File: config.mk
export PLATFORM = sky130hd
export DESIGN_NAME = mc_ext_bus_arbiter
export DESIGN_NICKNAME = d
export VERILOG_FILES = /design/src/rtl/mc_ext_bus_arbiter.sv
export SDC_FILE = /design/constraint.sdc
export NUM_CORES = 1
export LEC_CHECK = 0
export ABC_CLOCK_PERIOD_IN_PS = 4500
export CORE_ASPECT_RATIO = 1.25
export CORE_UTILIZATION = 45
export DETAILED_ROUTE_END_ITERATION = 10
export PLACE_DENSITY = 0.72
export RECOVER_POWER = 25
export SLEW_MARGIN = 20
export SYNTH_ARGS = -nofsm -noshare
export SYNTH_HDL_FRONTEND = slang
export SYNTH_SLANG_ARGS = --single-unit
export TNS_END_PERCENT = 100
File: constraint.sdc
create_clock -name mc_clk -period 4.5 [get_ports mc_clk]
set_input_delay 0.675 -clock mc_clk [delete_from_list [all_inputs] [get_ports mc_clk]]
set_output_delay 0.675 -clock mc_clk [all_outputs]
set_load 0.01 [all_outputs]
File: src/rtl/mc_ext_bus_arbiter.sv
// mc_ext_bus_arbiter
// Round-robin arbiter for the external masters of the memory controller's
// shared bus. It owns the bus-request/bus-grant handshake with the controller
// (mc_br_o -> mc_br_i, mc_bg_o -> mc_bg_i) and hands the granted bus to one
// master at a time.
//
// Optional feature macro: MC_ARB_TIMEOUT_EN
//   defined   - a hold counter forces a release after MAX_HOLD ownership
//               cycles when another master is waiting (timeout_o pulses).
//   undefined - no hold counter, ownership is unlimited, timeout_o is 0.
//
// Every output comes straight from a flop (busy_o decodes the state
// register), so there is no combinational path from any input to any output.
module mc_ext_bus_arbiter #(
  parameter int NUM_MASTERS = 4,
  parameter int MAX_HOLD    = 255
) (
  input  logic                           mc_clk,
  input  logic                           mc_rst_n,
  input  logic [NUM_MASTERS-1:0]         ext_req_i,
  output logic [NUM_MASTERS-1:0]         ext_gnt_o,
  output logic                           mc_br_o,
  input  logic                           mc_bg_i,
  output logic [$clog2(NUM_MASTERS)-1:0] owner_o,
  output logic                           busy_o,
  output logic                           timeout_o
);

  localparam int OW = $clog2(NUM_MASTERS);
  localparam logic [OW-1:0] LAST_IDX = OW'(NUM_MASTERS - 1);

  // Reject parameter sets the arbiter was not built for.
  generate
    if (NUM_MASTERS < 2 || NUM_MASTERS > 8 || MAX_HOLD < 1) begin : g_param_check
      $error("mc_ext_bus_arbiter: NUM_MASTERS must be 2..8 and MAX_HOLD >= 1");
    end
  endgenerate

  typedef enum logic [1:0] {
    ST_IDLE = 2'd0,
    ST_REQ  = 2'd1,
    ST_OWN  = 2'd2,
    ST_REL  = 2'd3
  } state_t;

  state_t                 state_reg, state_next;
  logic [OW-1:0]          owner_reg, owner_next;
  logic [OW-1:0]          rr_ptr_reg, rr_ptr_next;
  logic [NUM_MASTERS-1:0] gnt_reg, gnt_next;
  logic                   br_reg, br_next;

  logic [NUM_MASTERS-1:0] owner_onehot;
  logic [NUM_MASTERS-1:0] other_req;
  logic                   owner_req;
  logic [OW-1:0]          rr_pick;
  logic                   force_rel;

  // One-hot decode of the latched owner index, used both for the grant
  // vector and to separate the owner's request from everybody else's.
  generate
    for (genvar gi = 0; gi < NUM_MASTERS; gi++) begin : g_owner_dec
      assign owner_onehot[gi] = (owner_reg == OW'(gi));
    end
  endgenerate

  assign owner_req = |(ext_req_i & owner_onehot);
  assign other_req = ext_req_i & ~owner_onehot;

  // Cyclic search for the first requester at or after the round-robin pointer.
  always_comb begin : p_rr_pick
    logic          found;
    logic [OW:0]   cand;
    found   = 1'b0;
    cand    = '0;
    rr_pick = rr_ptr_reg;
    for (int i = 0; i < NUM_MASTERS; i++) begin
      cand = {1'b0, rr_ptr_reg} + (OW+1)'(i);
      if (cand >= (OW+1)'(NUM_MASTERS)) begin
        cand = cand - (OW+1)'(NUM_MASTERS);
      end
      if (!found && ext_req_i[cand[OW-1:0]]) begin
        rr_pick = cand[OW-1:0];
        found   = 1'b1;
      end
    end
  end

`ifdef MC_ARB_TIMEOUT_EN
  localparam int HW = $clog2(MAX_HOLD + 1);
  localparam logic [HW-1:0] HOLD_MAX = HW'(MAX_HOLD);

  logic [HW-1:0] hold_reg, hold_next, hold_inc;
  logic          timeout_reg, timeout_next;

  // The counter value including the current OWN cycle; a release decided on
  // it ends ownership after exactly MAX_HOLD granted cycles.
  assign hold_inc  = (hold_reg == HOLD_MAX) ? hold_reg : hold_reg + HW'(1);
  assign force_rel = (hold_inc == HOLD_MAX) && (|other_req);

  // Hold counter runs only while owning; it restarts from zero on each grant.
  always_comb begin
    hold_next    = '0;
    timeout_next = 1'b0;
    if (state_reg == ST_OWN) begin
      hold_next    = hold_inc;
      timeout_next = owner_req && force_rel;
    end
  end

  // Hold counter and timeout pulse registers.
  always_ff @(posedge mc_clk or negedge mc_rst_n) begin
    if (!mc_rst_n) begin
      hold_reg    <= '0;
      timeout_reg <= 1'b0;
    end else begin
      hold_reg    <= hold_next;
      timeout_reg <= timeout_next;
    end
  end

  assign timeout_o = timeout_reg;
`else
  assign force_rel = 1'b0;
  assign timeout_o = 1'b0;
`endif

  // Next-state and registered-output logic of the arbitration FSM.
  always_comb begin
    state_next  = state_reg;
    owner_next  = owner_reg;
    rr_ptr_next = rr_ptr_reg;
    gnt_next    = '0;
    br_next     = br_reg;
    case (state_reg)
      ST_IDLE: begin
        br_next = 1'b0;
        if (|ext_req_i) begin
          owner_next = rr_pick;
          br_next    = 1'b1;
          state_next = ST_REQ;
        end
      end
      ST_REQ: begin
        if (!owner_req) begin
          // Abort before grant: pointer untouched, the master keeps priority.
          br_next    = 1'b0;
          state_next = ST_REL;
        end else if (mc_bg_i) begin
          gnt_next   = owner_onehot;
          state_next = ST_OWN;
        end
      end
      ST_OWN: begin
        if (!owner_req || force_rel) begin
          // Voluntary or forced release wins over a simultaneous revoke.
          br_next     = 1'b0;
          rr_ptr_next = (owner_reg == LAST_IDX) ? '0 : owner_reg + OW'(1);
          state_next  = ST_REL;
        end else if (!mc_bg_i) begin
          // Controller revoked the bus: keep requesting for the same owner.
          state_next = ST_REQ;
        end else begin
          gnt_next = owner_onehot;
        end
      end
      ST_REL: begin
        br_next = 1'b0;
        if (!mc_bg_i) begin
          state_next = ST_IDLE;
        end
      end
      default: begin
        br_next    = 1'b0;
        state_next = ST_IDLE;
      end
    endcase
  end

  // FSM state and output registers.
  always_ff @(posedge mc_clk or negedge mc_rst_n) begin
    if (!mc_rst_n) begin
      state_reg  <= ST_IDLE;
      owner_reg  <= '0;
      rr_ptr_reg <= '0;
      gnt_reg    <= '0;
      br_reg     <= 1'b0;
    end else begin
      state_reg  <= state_next;
      owner_reg  <= owner_next;
      rr_ptr_reg <= rr_ptr_next;
      gnt_reg    <= gnt_next;
      br_reg     <= br_next;
    end
  end

  assign ext_gnt_o = gnt_reg;
  assign mc_br_o   = br_reg;
  assign owner_o   = owner_reg;
  assign busy_o    = (state_reg != ST_IDLE);

endmodule

==> results.md <==
| Result | Value |
| --- | --- |
| Result of the run | completed |
| Wirelength, routed | 1460 um |
| TritonCTS clock tree | done |
| Vias | 572 |
| Number of nets at the end of the flow | 109 |
| Mapped cell area | 744 um2 |
| Crit-path max FO | 6 |
| Tcrit/Tclk final | 51.9% |
| Accumulated negative setup slack | 0 ns |
| Number of CTS-inserted buffers | 3 |
| Type of the worst min-delay path | reg2reg |
| Post-place instance area | 900 um2 |
| Number of max-cap violations | 0 |
| Relative area change from synthesis to final layout | 24.4% |
| Total track usage | 19.9% |
| Dominant combinational cell family by area after synthesis | compound AO/OA/AOI/OAI gates |
| Number of diodes | 0 |
| Multiplexer share of the synthesized area | 5.55% |
| RSZ-0062 raised after global routing | no |
| Peak ir drop on the vdd network | 0.000345 V |
| Number of instances in the synthesized netlist | 75 |
| Count of yosys warnings during synthesis | 0 |
| Area of the core | 1560 um2 |
| Leakage dissipation | 0.000418 uW |
| Clock Pin Slew Worst Setup and Hold Paths | 0.08 ns |
| Post-CTS Hold Buffers | 0 |
| Slew HR | 66.7% |
| Post-DP HPWL | 1170 um |
| Synthesized area per cell | 9.93 um2 |
| H-tree Lvls | 1 |
| Row count | 16 |
| Count of unique library cells instantiated by Yosys | 31 |
| Post-placement worst setup slack | 2.33 ns |
| Signal arrival time at the worst endpoint | 1.66 ns |
| Remaining antenna violation count after routing | 0 |
| CP required | 3.83 ns |
| Area fraction in compound gates after synthesis | 19.0% |
| Worst R2R Setup Slack | 2.79 ns |
| Clock insertion delay at the later pin of the skew report | 0.27 ns |
| Width of the chip | 38.4 um |
| Number of design rule violations left after detail routing | 0 |
| Post-layout worst setup margin | 2.17 ns |
| Seq/Total Area, Yosys | 37.0% |
| Vias per cell | 5.20 |
| Setup crit start kind | flip-flop |
| Largest register FFs | 4 |
| Number of clock sinks | 11 |
| Die Y | 47.5 um |
| Via count of the first global-routing pass | 533 |
| Io pins | 16 |
| Grt total ovfl | 0 |
| Number of antenna violations at the first check in global routing | 0 |
| Tightest Pin Transition | 0.498 ns |
| Fraction of final layout cells with drive strength greater than 1 | 14.1% |
| Endpoints failing setup | 0 |
| Starting density of the core | 47.7% |
| Worst setup EP type | primary output |
| Parity-gate share of the synthesized area counting xor and xnor cells | 0% |
| Crit Path Category | reg2out |
| Global-route wire length before repair | 2390 um |
| Highest clock rate | 0.429 GHz |
| Final-report max-slew violation count | 0 |
| Pwr dens | 617 nW/um2 |
| Wirelength per Cell | 13.3 um |
| Clock buffer depth | 2 |
| Skew final | 0.00904 ns |
| Fraction of the mapped netlist area in adder cells | 15.1% |
| Number of storage elements in the synthesis netlist | 11 |
| Largest net degree at the start of global routing | 12 |
| Number of setup buffers added after CTS | 0 |
| Number of buffers inserted by port buffering | 14 |
| DRT Pass-1 Iters | 4 |
| Design Area, Final | 926 um2 |
| Simple-gate area share of the yosys netlist | 17.3% |
| Post-Synthesis Net Count | 91 |
| Post-CTS resize count | 0 |
| First DRT Iteration DRCs | 14 |
| Final weighted congestion of routability-driven global placement | 0.753 |
| CTS root buf | clkbuf_4 |
| Total Die Area | 1820 um2 |
| Crit path time final | 2.33 ns |
| Hold Vio Cnt, Final | 0 |
cell families (layout without fill, tap and decap cells):
family | Yosys count | after routing
buffers and inverters | 10 | 27
AND/OR/NAND/NOR | 23 | 23
adder cells (fa/ha/maj) | 9 | 9
AO/OA/AOI/OAI | 18 | 18
multiplexers | 3 | 3
other | 1 | 1
flip-flops | 11 | 11
synthesized netlist by cell type:
master | number | area share, %
conb_1 | 1 | 0.50
nand3_1 | 1 | 0.67
o21ai_0 | 3 | 2.0
dfrtp_1 | 11 | 37
a41oi_1 | 1 | 1.2
buf_4 | 1 | 1.0
nor2_1 | 6 | 3.0
ha_1 | 9 | 15
a2bb2oi_1 | 1 | 1.2
a22o_4 | 1 | 2.4
inv_1 | 9 | 4.5
a22o_1 | 1 | 1.2
a31oi_1 | 3 | 2.5
and3_1 | 1 | 0.84
o21a_1 | 1 | 1.0
a21oi_2 | 1 | 1.2
a211oi_1 | 1 | 1.0
nor2b_1 | 4 | 3.4
mux2_2 | 1 | 1.5
nand2_1 | 5 | 2.5
a21oi_1 | 1 | 0.67
a31o_1 | 1 | 1.2
o32ai_1 | 1 | 1.2
o21ai_2 | 1 | 1.2
o221ai_1 | 1 | 1.2
nor2_4 | 1 | 1.5
mux2_4 | 2 | 4.0
nor4_2 | 1 | 1.7
or2_4 | 1 | 1.2
nand2_2 | 1 | 0.84
nand2b_1 | 2 | 1.7
metal layers:
| metal | vias up | global-route usage (%) | routed length, um |
|---|---|---|---|
| met2 | 7 | 33.9 | 802 |
| met4 | 0 | 12.4 | 10 |
| li1 | 291 | - | - |
| met3 | 2 | 4.19 | 29 |
| met1 | 272 | 22.6 | 618 |
| met5 | - | 0 | 0 |
where the power goes:
group          leakage, uW  internal, uW  total, uW  switching [uW]
logic             0.000262           167        322             155
registers         0.000140           135        181            45.7
clock network    0.0000150          34.3       68.8            34.5
metrics by stage:
stage               util, %  total power (uW)  cells  hold slack [ns]
floorplan                 -               402     75            0.379
global placement       57.6               497    106            0.528
detailed placement     57.6               507    106            0.533
CTS                    59.3               578    110            0.552
global route           59.3               627    110            0.555
finish                 59.3               571    110            0.540
cell usage in the layout, fill, tap and decap left out, types with 2 or more instances in the layout:
cell,netlist,routed
ha_1,9,9
dfrtp_1,11,11
a31oi_1,3,3
o21ai_0,3,3
nand2b_1,2,2
clkdlybuf4s50_1,0,13
nand2_1,5,5
inv_1,9,9
nor2b_1,4,4
mux2_4,2,2
clkbuf_4,0,3
nor2_1,6,6
path summary, 6_finish.rpt:
kind,cells past startpoint,startpoint,to
min reg2reg,1,mc_br_o$_DFFE_PN0P_,mc_br_o$_DFFE_PN0P_
min in group asynchronous,1,mc_rst_n,rr_ptr_reg[1]$_DFFE_PN0P_
max in group asynchronous,1,mc_rst_n,state_reg[1]$_DFFE_PN0P_
max,4,state_reg[0]$_DFFE_PN0P_,busy_o
max reg2reg,6,owner_o[0]$_DFFE_PN0P_,rr_ptr_reg[1]$_DFFE_PN0P_
min,1,mc_br_o$_DFFE_PN0P_,mc_br_o$_DFFE_PN0P_
final cells by class:
| type | count | area [um2] |
|---|---|---|
| fillers | 133 | 636 |
| multi-input cells | 54 | 428 |
| flip-flops and latches | 11 | 275 |
| repair buffers | 14 | 140 |
| inverters | 9 | 33.8 |
| clock buffers | 4 | 26.3 |
| well taps | 18 | 22.5 |
critical path, stage by stage (launching register included):
cell and delay (ns):
dfrtp_1 0.45, inv_1 0.11, ha_1 0.24, inv_1 0.06, clkdlybuf4s50_1 0.52
(Power assumes the default switching activity.)
